--- src/rtl/keymap_load_ctrl.sv ---
// Keymap-port sequencer: serialises boot loads and CPU rewind/write/read
// requests onto timed strobes, with a one-deep CPU slot held across a boot.
module keymap_load_ctrl #(
  parameter int STROBE_CYC = 4,
  parameter int GAP_CYC    = 2,
  parameter int MAP_BYTES  = 4096
) (
  input  logic        clk,
  input  logic        rst,
  input  logic        boot_start,
  input  logic        boot_valid,
  input  logic [7:0]  boot_data,
  output logic        boot_ready,
  output logic        boot_active,
  output logic        boot_done,
  input  logic        cpu_rewind_req,
  input  logic        cpu_wr_req,
  input  logic        cpu_rd_req,
  input  logic [7:0]  cpu_wdata,
  output logic [7:0]  cpu_rdata,
  output logic        cpu_rdata_valid,
  output logic        cpu_busy,
  output logic        cpu_overrun,
  output logic        km_rewind,
  output logic        km_write,
  output logic        km_read,
  output logic [7:0]  km_din,
  input  logic [7:0]  km_dout,
  output logic [12:0] byte_count
);

  localparam int CMAX = (STROBE_CYC > GAP_CYC) ? STROBE_CYC : GAP_CYC;
  localparam int CW   = $clog2(CMAX + 1);

  typedef enum logic [2:0] {IDLE, STROBE, GAP, BWAIT, BFIN} state_t;
  typedef enum logic [1:0] {OP_RW, OP_WR, OP_RD} op_t;
  typedef enum logic [1:0] {SRC_CPU, SRC_BSTART, SRC_BWR, SRC_BFIN} src_t;

  state_t        state;
  logic [CW-1:0] cnt;
  op_t           cur_op;
  src_t          cur_src;
  logic          slot_vld;
  op_t           slot_op;
  logic [7:0]    slot_data;
  logic          cpu_inflight;
  logic          boot_pend;

  logic       any_req, multi_req, new_ok, boot_go, slot_load, slot_take, launch;
  op_t        new_op, l_op;
  src_t       l_src;
  logic [7:0] l_din;

  assign cpu_busy  = slot_vld | cpu_inflight;
  assign any_req   = cpu_rewind_req | cpu_wr_req | cpu_rd_req;
  assign multi_req = (cpu_rewind_req & cpu_wr_req) | (cpu_rewind_req & cpu_rd_req) |
                     (cpu_wr_req & cpu_rd_req);
  // A full slot always implies busy, so busy alone gates new CPU requests.
  assign new_ok    = any_req & ~cpu_busy;
  assign boot_go   = (state == IDLE) & (boot_start | boot_pend);
  assign slot_load = new_ok & ~((state == IDLE) & ~boot_go);

  always_comb begin
    new_op = OP_RD;
    if (cpu_wr_req)     new_op = OP_WR;
    if (cpu_rewind_req) new_op = OP_RW;
  end

  always_comb begin
    launch    = 1'b0;
    l_op      = OP_RW;
    l_src     = SRC_CPU;
    l_din     = km_din;
    slot_take = 1'b0;
    case (state)
      IDLE: begin
        if (boot_go) begin
          launch = 1'b1;
          l_src  = SRC_BSTART;
        end else if (slot_vld) begin
          launch    = 1'b1;
          l_op      = slot_op;
          slot_take = 1'b1;
          if (slot_op == OP_WR) l_din = slot_data;
        end else if (new_ok) begin
          launch = 1'b1;
          l_op   = new_op;
          if (new_op == OP_WR) l_din = cpu_wdata;
        end
      end
      BWAIT: begin
        if (boot_valid && boot_ready) begin
          launch = 1'b1;
          l_op   = OP_WR;
          l_src  = SRC_BWR;
          l_din  = boot_data;
        end
      end
      BFIN: begin
        launch = 1'b1;
        l_src  = SRC_BFIN;
      end
      default: ;
    endcase
  end

  always_ff @(posedge clk) begin
    if (rst) begin
      state           <= IDLE;
      cnt             <= '0;
      cur_op          <= OP_RW;
      cur_src         <= SRC_CPU;
      slot_vld        <= 1'b0;
      slot_op         <= OP_RW;
      slot_data       <= 8'h00;
      cpu_inflight    <= 1'b0;
      boot_pend       <= 1'b0;
      boot_ready      <= 1'b0;
      boot_active     <= 1'b0;
      boot_done       <= 1'b0;
      cpu_rdata       <= 8'h00;
      cpu_rdata_valid <= 1'b0;
      cpu_overrun     <= 1'b0;
      km_rewind       <= 1'b0;
      km_write        <= 1'b0;
      km_read         <= 1'b0;
      km_din          <= 8'h00;
      byte_count      <= '0;
    end else begin
      cpu_rdata_valid <= 1'b0;
      if (any_req && (cpu_busy || multi_req)) cpu_overrun <= 1'b1;

      if (slot_load) begin
        slot_vld  <= 1'b1;
        slot_op   <= new_op;
        slot_data <= cpu_wdata;
      end else if (slot_take) begin
        slot_vld <= 1'b0;
      end

      if (boot_go)
        boot_pend <= 1'b0;
      else if (boot_start && !boot_active && (state == STROBE || state == GAP))
        boot_pend <= 1'b1;

      if (launch) begin
        state      <= STROBE;
        cnt        <= CW'(STROBE_CYC - 1);
        km_rewind  <= (l_op == OP_RW);
        km_write   <= (l_op == OP_WR);
        km_read    <= (l_op == OP_RD);
        km_din     <= l_din;
        cur_op     <= l_op;
        cur_src    <= l_src;
        boot_ready <= 1'b0;
        if (l_src == SRC_CPU) cpu_inflight <= 1'b1;
        if (l_src == SRC_BSTART) begin
          boot_active <= 1'b1;
          boot_done   <= 1'b0;
          byte_count  <= '0;
        end
      end else begin
        case (state)
          STROBE: begin
            if (cnt == '0) begin
              km_rewind <= 1'b0;
              km_write  <= 1'b0;
              km_read   <= 1'b0;
              state     <= GAP;
              cnt       <= CW'(GAP_CYC - 1);
            end else begin
              cnt <= cnt - 1'b1;
            end
          end
          GAP: begin
            if (cnt == '0) begin
              case (cur_src)
                SRC_CPU: begin
                  cpu_inflight <= 1'b0;
                  if (cur_op == OP_RD) begin
                    cpu_rdata       <= km_dout;
                    cpu_rdata_valid <= 1'b1;
                  end
                  state <= IDLE;
                end
                SRC_BSTART: begin
                  state      <= BWAIT;
                  boot_ready <= 1'b1;
                end
                SRC_BWR: begin
                  if (byte_count != 13'(MAP_BYTES)) byte_count <= byte_count + 1'b1;
                  if (int'(byte_count) + 1 >= MAP_BYTES) begin
                    state <= BFIN;
                  end else begin
                    state      <= BWAIT;
                    boot_ready <= 1'b1;
                  end
                end
                default: begin
                  boot_active <= 1'b0;
                  boot_done   <= 1'b1;
                  state       <= IDLE;
                end
              endcase
            end else begin
              cnt <= cnt - 1'b1;
            end
          end
          default: ;
        endcase
      end
    end
  end

endmodule

--- config.mk ---
export PLATFORM = sky130hd
export DESIGN_NAME = keymap_load_ctrl
export DESIGN_NICKNAME = d
export VERILOG_FILES = /design/src/rtl/keymap_load_ctrl.sv
export SDC_FILE = /design/constraint.sdc
export NUM_CORES = 1
export LEC_CHECK = 0
export CORE_MARGIN = 5
export CORE_UTILIZATION = 46
export DETAILED_ROUTE_END_ITERATION = 8
export HOLD_SLACK_MARGIN = 0.08
export PLACE_DENSITY = 0.77
export RECOVER_POWER = 25
export SYNTH_ARGS = -nofsm -noshare
export SYNTH_HDL_FRONTEND = slang
export SYNTH_SLANG_ARGS = --single-unit
--- constraint.sdc ---
create_clock -name clk -period 1.7 [get_ports clk]
set_input_delay 0.51 -clock clk [delete_from_list [all_inputs] [get_ports clk]]
set_output_delay 0.51 -clock clk [all_outputs]
set_load 0.005 [all_outputs]
# Yosys cells after proc, flatten, opt, wreduce, memory -nomap -nowiden
# Cells that the tools add are included.
# word_totals
regBits	60
in_bits	31
elab_cells	178
# op_classes
add_sub_neg	3
order_cmp	1
eq_ne	28
mux	66
n_bitwise	20
reduce_logical	38
# ops
cell	n
$mux W13	6
$mux W8	6
$mux W1	34
$reduce_bool A2 Y1	10
$pmux W3 S2	3
$pmux W8 S2	1
$mux W3	5
$add A13 B1 Y14 const B	1
$ge A14 B13 Y1 const B	1
$mux W2	7
$add A13 B1 Y13 const B	1
$ne A13 B13 Y1 const B	1
$ne A3 B2 Y1 const B	4
$reduce_and A4 Y1	3
$eq A2 B1 Y1 const B	5
$ne A2 B1 Y1 const B	5
$reduce_and A5 Y1	2
$ne A2 B2 Y1 const B	4
$and A1 B1 Y1	7
$not A1 Y1	7
$reduce_and A7 Y1	1
$eq A2 B2 Y1 const B	3
$eq A3 B2 Y1 const B	2
$logic_not A2 Y1	3
other kinds (19)	34

# Logic depth before layout (Yosys ltp)
# Gate-level depths: netlist of the first run.
# logic_depth
word_depth	9
mapped_depth	9
ltp_nobuf	7

# Worst setup path before layout of the first run
# No wires, ideal clock.
# synth_timing
path_kind	reg-to-reg
startpoint	register byte_count[0]
endpoint	register state[2]
setup_time_ns	0.115
t_arrival_ns	1.693
required_ns	1.585
slack_ns	-0.109
stages_incl_launch_ff	7
synth_period_minus_slack_ns	1.809
path_cell_list	dfxtp_1 > ha_1 > nand4_1 > nor4_2 > mux2_2 > a31oi_1 > nor2_1
# synth_via
elab_chain_cells	6
# synth_lines
item	line	source
start, declared	29	output logic [12:0] byte_count
start signal, assigned	191	if (byte_count != 13'(MAP_BYTES)) byte_count <= byte_count + 1'b1;
$add A13 B1 Y14	192	if (int'(byte_count) + 1 >= MAP_BYTES) begin
$ge A14 B13 Y1	192	
$mux W3	192	
$pmux W3 S2	177	case (cur_src)
$mux W3	176	if (cnt == '0) begin
$pmux W3 S2	163	case (state)
end signal, assigned	169	state <= GAP;
end signal, assigned	193	state <= BFIN;
end signal, assigned	195	state <= BWAIT;
end, declared	39	state_t state;
# No other way between the ends. The select of a mux whose other input is x is not followed.
# A chain may end at the register's enable or synchronous reset.

# Worst setup path after layout of the first run
# layout_timing
startpoint	register slot_vld
endpoint	register km_rewind
# layout_via
elab_chain_cells	9
word_cells_on_any_way	16
cone_classes	9 x mux; 3 x bitwise; 4 x reduce/logical
# layout_lines
item	line	source
start, declared	43	logic slot_vld;
start signal, assigned	113	slot_vld <= 1'b0;
start signal, assigned	134	slot_vld <= 1'b1;
start signal, assigned	138	slot_vld <= 1'b0;
$or A1 B1 Y1	54	assign cpu_busy = slot_vld | cpu_inflight;
$not A1 Y1	59	assign new_ok = any_req & ~cpu_busy;
$and A1 B1 Y1	59	
$mux W1 or $mux W2 (tied branches)	85	end else if (new_ok) begin
$mux W1 or $mux W2 (tied branches)	80	end else if (slot_vld) begin
$mux W1 or $mux W2 (tied branches)	77	if (boot_go) begin
$pmux W1 S3 or $pmux W2 S2 (tied branches)	75	case (state)
$reduce_bool A2 Y1 (no source line) or $logic_not A2 Y1 (tied branches)	--	
$reduce_and A2 Y1 (no source line) or $mux W1 (tied branches)	--	
end signal, assigned	149	km_rewind <= (l_op == OP_RW);
end, declared	24	output logic km_rewind,
# Several ways; a longest one is shown, not always the timed one.

==> results.toml, run 1 <==
[cts]
htreeDepth = 3
clk_pin_slew_ps = 70
cts_buffer_depth = 2
root_buffer = "clkbuf_8"
cts.sinks = 60
cts_buffers = 9
clkLatencyLatePin_ps = 350
cts_tree = "built"

[placed_design]
placed_cells = 535
routabilityCongestion = 0.931
place_hpwl_microns = 6510
placed_area_sq_um = 4190
portBuffers = 68

[logic_synthesis]
syn-cell-area_sq_um = 3090
synth.most_common_cell = "dfxtp_1"
synthAdderAreaFrac_pct = 3.57
ys_seq_area_share_pct = 38.9
netlist_top_cells_area = "dfxtp_1 39%, mux2i_1 8.8%, nor2_1 6.2%, a21oi_1 5.0%, nand2_1 3.4%"
syn_avg_cell_area_sq_um = 8.65
synth.distinct_cells = 56
synthSimpleGateAreaFrac_pct = 25.2
synth_top_cell_by_area = "dfxtp_1"
synth_fp_nets = 396
synth_top_family_by_area = "simple AND/OR/NAND/NOR gates"
async_reset_ff_share_pct = 0
syn-instance-count = 357
ys_ff_latch = 60
synthTopCellsByCount = "60 x dfxtp_1, 51 x nor2_1, 31 x a21oi_1"
synthMuxAreaShare_pct = 9.12
yosys_warnings = 0
synth_compound_area_share_pct = 18.0
synth_flop_cell = "dfxtp_1"
synthXorXnorAreaFrac_pct = 0.284
netlist.area_leader.share_pct = 38.9
synth_edf_count = 0

[timing]
worst_pin_slew_ps = 542
fmax_mhz = 558
finalWorstSetupSlack_ps = -91.8
rsz0062_at_grt = "yes"
min_period_over_period_pct = 105
finalMaxSlewViolations = 0
slew_headroom_pct = 63.9
hold_violations = 0
fin_crit_ps = 1790
setup_viol = 20
skew_ps = 11.7

[critical_path]
rr_worst_depth = 6
rr_startpoint = "slot_vld"
cp_max_fo = 7
worstPathArrival_ps = 2040
r2r_slack_ps = -90
start_kind = "register"
r2r-end = "km_rewind"
worstPathRequired_ps = 1950
crit_path_end_kind = "register"
crit_type = "reg -> reg"

[grt]
grt_max_degree = 22
track_usage_pct = 21.8
grt_pass1_vias = 3159
antenna_found_initial = 0
grt_first_pass_wirelength_microns = 14900
overflow = 0

[routing]
drt_iter0_drc = 456
antenna_left = 0
drc_errors = 0
vias = 3315
wirelength_microns = 10100
wire_per_inst_microns = 18.0
via_per_inst = 5.88
drt-pass1-iter-count = 5

[min_path]
holdPathStages = 2
holdCritStartpoint = "km_din[1]"
min_to = "km_din[1]"
hold_class = "reg -> reg"

[power_and_ir_drop]
clock_power_share_pct = 33.6
total_power_w = 0.00403
p_sw_share_pct = 30.1
p_leak_nw = 2.03
power_switching_w = 0.00121
combPwrFrac_pct = 27.8
peakVddDrop_v = 0.000448
p_int_w = 0.00282
powerDensity_nw_per_um2 = 848
power_frac_seq_pct = 38.6

[final_layout]
final_area_sq_um = 4750
fillers = 454
drive_above_1_share_pct = 31.6
final_cells = 564
num_antenna_cells = 0
areaGrowthSynthToFinish_pct = 54.0
nets = 522

[floorplanning]
num_io_pins = 69
rows = 29
die_h_microns = 91.9
start_util_pct = 48.1
core_sq_um = 6420
dieWidth_microns = 91.9
die_area_sq_um = 8450

[status]
violations = "setup timing"
status = "finished with violations"

[run]
max_cap_viol_count = 0
==> metal layers <==
layer | routed length, microns | up-vias | track usage [%] | part of all wire [%]
met4 | 381 | 0 | 12.0 | 3.8
li1 | - | 1537 | - | -
met2 | 5070 | 161 | 36.3 | 50
met3 | 594 | 43 | 3.93 | 5.9
met5 | 0 | - | 0 | 0
met1 | 4100 | 1574 | 26.6 | 40
==> sequential cells by signal, indices dropped and copies added (netlist names) <==
name / flops
cur_op: 2
slot_op: 2
state: 3
byte_count: 13
km_din: 8
cpu_overrun: 1
km_read: 1
cpu_rdata: 8
cur_src: 2
km_rewind: 1
km_write: 1
boot_ready: 1
boot_done: 1
boot_active: 1
cpu_inflight: 1
slot_vld: 1
cpu_rdata_valid: 1
boot_pend: 1
cnt: 3
slot_data: 8
==> worst max-delay path by stage <==
stage / to / start / depth (start not counted)
after detailed placement: cur_src[1] / cpu_wr_req / 7
after global placement: cur_src[1] / cpu_wr_req / 7
after floorplan: state[2] / byte_count[0] / 6
after CTS: cpu_busy / slot_vld / 3
after global routing: cnt[0] / cnt[1] / 8
final: km_rewind / slot_vld / 6
==> repair_timing <==
action | CTS | global route
resized for setup | 76 | 54
endpoints found under the setup margin | 84 | 47
setup buffers | 4 | 10
pin swaps | 9 | 17
cloned | 1 | 2
hold buffers | 0 | 0
==> area by class of cell <==
type / count / area (sq um) / share of cell area, %
repair buffers: 136 / 1190 / 25.0
inverters: 10 / 37.5 / 0.789
clock buffers: 14 / 173 / 3.63
multi-input cells: 266 / 2000 / 42.1
well taps: 77 / 96.3 / 2.03
flip-flops and latches: 60 / 1230 / 25.8
clock inverters: 1 / 30.0 / 0.632
==> power groups by stage <==
stage	clock [W]	combinational [W]	sequential [W]
after CTS	0.00136	0.000911	0.00154
after detailed placement	0	0.000868	0.00157
after global routing	0.00144	0.00120	0.00156
after floorplan	0	0.000532	0.00156
final	0.00136	0.00112	0.00156
after global placement	0	0.000845	0.00157
==> cells in the final DEF (no fill, tap or decap), types with 5 or more instances in the layout <==
cell type        instances
buf_6                   10
a21oi_2                  5
a211o_1                  8
ha_1                     6
dlygate4sd2_1           36
a21oi_1                 26
dfxtp_1                 44
buf_4                   56
dfxtp_2                 13
nor2_1                  49
nor3_1                   6
mux2i_1                 24
clkbuf_8                12
nor3_4                   5
nand3_1                 16
nand2_1                 27
inv_1                    8
clkdlybuf4s50_1         26
==> cell families (layout without fill, tap and decap cells) <==
family                   Yosys count  in the layout
multiplexers                      28             28
adder cells (fa/ha/maj)            9              9
AO/OA/AOI/OAI                     79             79
AND/OR/NAND/NOR                  148            149
buffers and inverters             32            161
flip-flops                        60             60
XOR/XNOR                           1              1
==> critical path, stage by stage, from the launching register on <==
cell and delay (ps):
dfxtp_2 380, nor4_4 60, buf_4 150, a2111oi_4 470, buf_4 210, nor2_4 70
o41ai_2 360
==> per-stage QoR <==
stage               setup TNS [ps]  hold slack (ps)  setup slack (ps)  util, %
finish                        -879              457             -91.8     74.0
global route                 -2380              473              -170     74.0
detailed placement          -25790              451              -701     65.2
global placement            -24000              438              -664     65.2
floorplan                     -113              431             -62.8        -
CTS                           -107              457              -107     70.0
Power figures use the tool's default switching activity.
==> inputs of run 2 (changes only) <==
--- a/config.mk
+++ b/config.mk
@@ -5,7 +5,6 @@
 export SDC_FILE = /design/constraint.sdc
 export NUM_CORES = 1
 export LEC_CHECK = 0
-export CORE_MARGIN = 5
 export CORE_UTILIZATION = 46
 export DETAILED_ROUTE_END_ITERATION = 8
 export HOLD_SLACK_MARGIN = 0.08
==> run 2 against run 1 <==
  * The flow finishes with violations (DRC, setup timing)
  * Combinational power hardly changed
  * Hold slack lost 0.74 ps
  * Clock power shrank 16%
  * Global-route usage grew 3.5 points
  * Register-to-register slack better by 120 ps
  * Die area shrank 17%
  * Largest cell class unchanged
==> results.toml, run 2 (synthesized netlist as in run 1, its figures left out) <==
[status]
status = "finished with violations"
violations = "DRC, setup timing"

[critical_path]
start_kind = "primary input"
rr_startpoint = "slot_vld"
crit_path_end_kind = "register"
slowest_stage = "clkdlybuf4s50_1"
cp_slowest_stage_delay_ps = 470
worstPathRequired_ps = 1930
cp_num_buf_inv = 2
r2r_slack_ps = 30
cp_cell_sequence = "clkdlybuf4s50_1, nand2_2, o32ai_4, nor2_4, buf_4, a32oi_1, nor2_1"
startpoint = "boot_valid"
worstPathArrival_ps = 1930
cpLargestDelayFamily = "buffers and inverters"
crit_type = "in -> reg"
cp_max_fo = 6
rr_worst_depth = 7
cp.depth = 7
r2r-end = "cur_op[0]"

[timing]
fin_crit_ps = 1700
tns_ps = -1.23
fmax_mhz = 588
rsz0062_at_grt = "yes"
slew_headroom_pct = 66.6
holdWs_ps = 456
setup_viol = 1
hold_violations = 0
finalMaxSlewViolations = 0
min_period_over_period_pct = 100
finalWorstSetupSlack_ps = -1.23
worst_pin_slew_ps = 501
skew_ps = 11.3

[final_layout]
fillers = 446
num_antenna_cells = 0
layout_commonest_cell = "buf_4"
final_cell_mix = "59 x buf_4, 49 x nor2_1, 41 x dfxtp_1, 28 x dlygate4sd2_1, 27 x a21oi_1"
drive_above_1_share_pct = 32.0
largest_register_ffs = 13
areaGrowthSynthToFinish_pct = 55.9
nets = 529
top_register = "byte_count"
post-route-util_pct = 74.9

[routing]
drt-pass1-iter-count = 6
drt_iter0_drc = 153
vias = 3215
via_per_inst = 5.63
wire_per_inst_microns = 16.2
antenna_left = 0
drc_errors = 2
wirelength_microns = 9260

[floorplanning]
die_area_sq_um = 7040
num_io_pins = 69
start_util_pct = 48.1
die_h_microns = 83.9
rows = 29
dieWidth_microns = 83.9
core_sq_um = 6420

[cts]
hold_buffers = 0
clk_pin_slew_ps = 60
clkLatencyLatePin_ps = 340
cts_buffers = 9
cts_tree = "built"
htreeDepth = 3
root_buffer = "clkbuf_8"
cts_buffer_depth = 2
cts.sinks = 60

[grt]
grt-busiest-layer = "met2"
grt_first_pass_wirelength_microns = 14000
track_usage_pct = 25.3
grt_max_degree = 41
met3_usage_pct = 5.84
antenna_found_initial = 0
use_met2_pct = 40.2
overflow = 0
grt_pass1_vias = 3008
met1_usage_pct = 31.5

[min_path]
holdPathStages = 2
holdCritStartpoint = "km_din[3]"
min_to = "km_din[3]"
hold_class = "reg -> reg"

[power_and_ir_drop]
p_sw_share_pct = 30.8
combPwrFrac_pct = 29.9
clock_power_share_pct = 29.8
power_frac_seq_pct = 40.3
p_leak_nw = 2.13
powerDensity_nw_per_um2 = 798
power_switching_w = 0.00118
p_int_w = 0.00266
peakVddDrop_v = 0.000563
total_power_w = 0.00384

[placed_design]
portBuffers = 68
routabilityCongestion = 0.837
place_hpwl_microns = 5990

[run]
max_cap_viol_count = 0
run 2: tightest hold or removal path, delay by kind of cell, from the launching register on:
family / cells / cell delay (ps)
AOI/OAI and AO/OA: 1 / 50
DFF: 1 / 310
and+or+nand+nor: 1 / 50
run 2: how the worst max path moves through the flow:
stage,end,slack [ps]
floorplan,state[2],-60
global placement,cur_src[1],-650
detailed placement,byte_count[7],-720
CTS,km_read,-30
global route,cur_op[0],-70
finish,km_read,-1
run 2: power by group through the flow:
stage / clock network, W / logic (W) / registers [W]
5_1_grt: 0.00124 / 0.00124 / 0.00156
2_1_floorplan: 0 / 0.000532 / 0.00156
4_1_cts: 0.00115 / 0.000984 / 0.00154
6_report: 0.00114 / 0.00115 / 0.00155
3_5_place_dp: 0 / 0.000891 / 0.00157
3_3_place_gp: 0 / 0.000869 / 0.00157
run 2: cell type report:
type	count	area [sq um]	area share, %
multi-input combinational	267	1990	41.3
sequential	60	1240	25.9
tap	77	96.3	2.00
clock inverter	2	10.0	0.208
clock buffer	13	159	3.30
timing repair buffer	142	1270	26.5
inverter	10	37.5	0.780
run 2: routing by layer:
metal  wire length [microns]  part of all wire, %  vias to the layer above
li1                        -                    -                     1557
met3                     439                  4.7                       22
met1                    4040                   44                     1528
met2                    4550                   49                      108
met4                     227                  2.5                        0
met5                       0                    0                        -
run 2: what timing repair did:
item                       CTS  global route
pin swaps                    6            14
setup buffers               11             8
setup endpoints to repair   72            60
gates resized for setup     70            63
gates cloned                 1             2
hold endpoints to repair     0             0
run 2: through the flow:
step / cell area [sq um] / setup slack [ps] / instances
floorplan: 3110 / -62.8 / 357
global placement: 4200 / -647 / 534
detailed placement: 4200 / -722 / 534
CTS: 4550 / -26.0 / 561
global route: 4810 / -65.2 / 571
finish: 4810 / -1.23 / 571
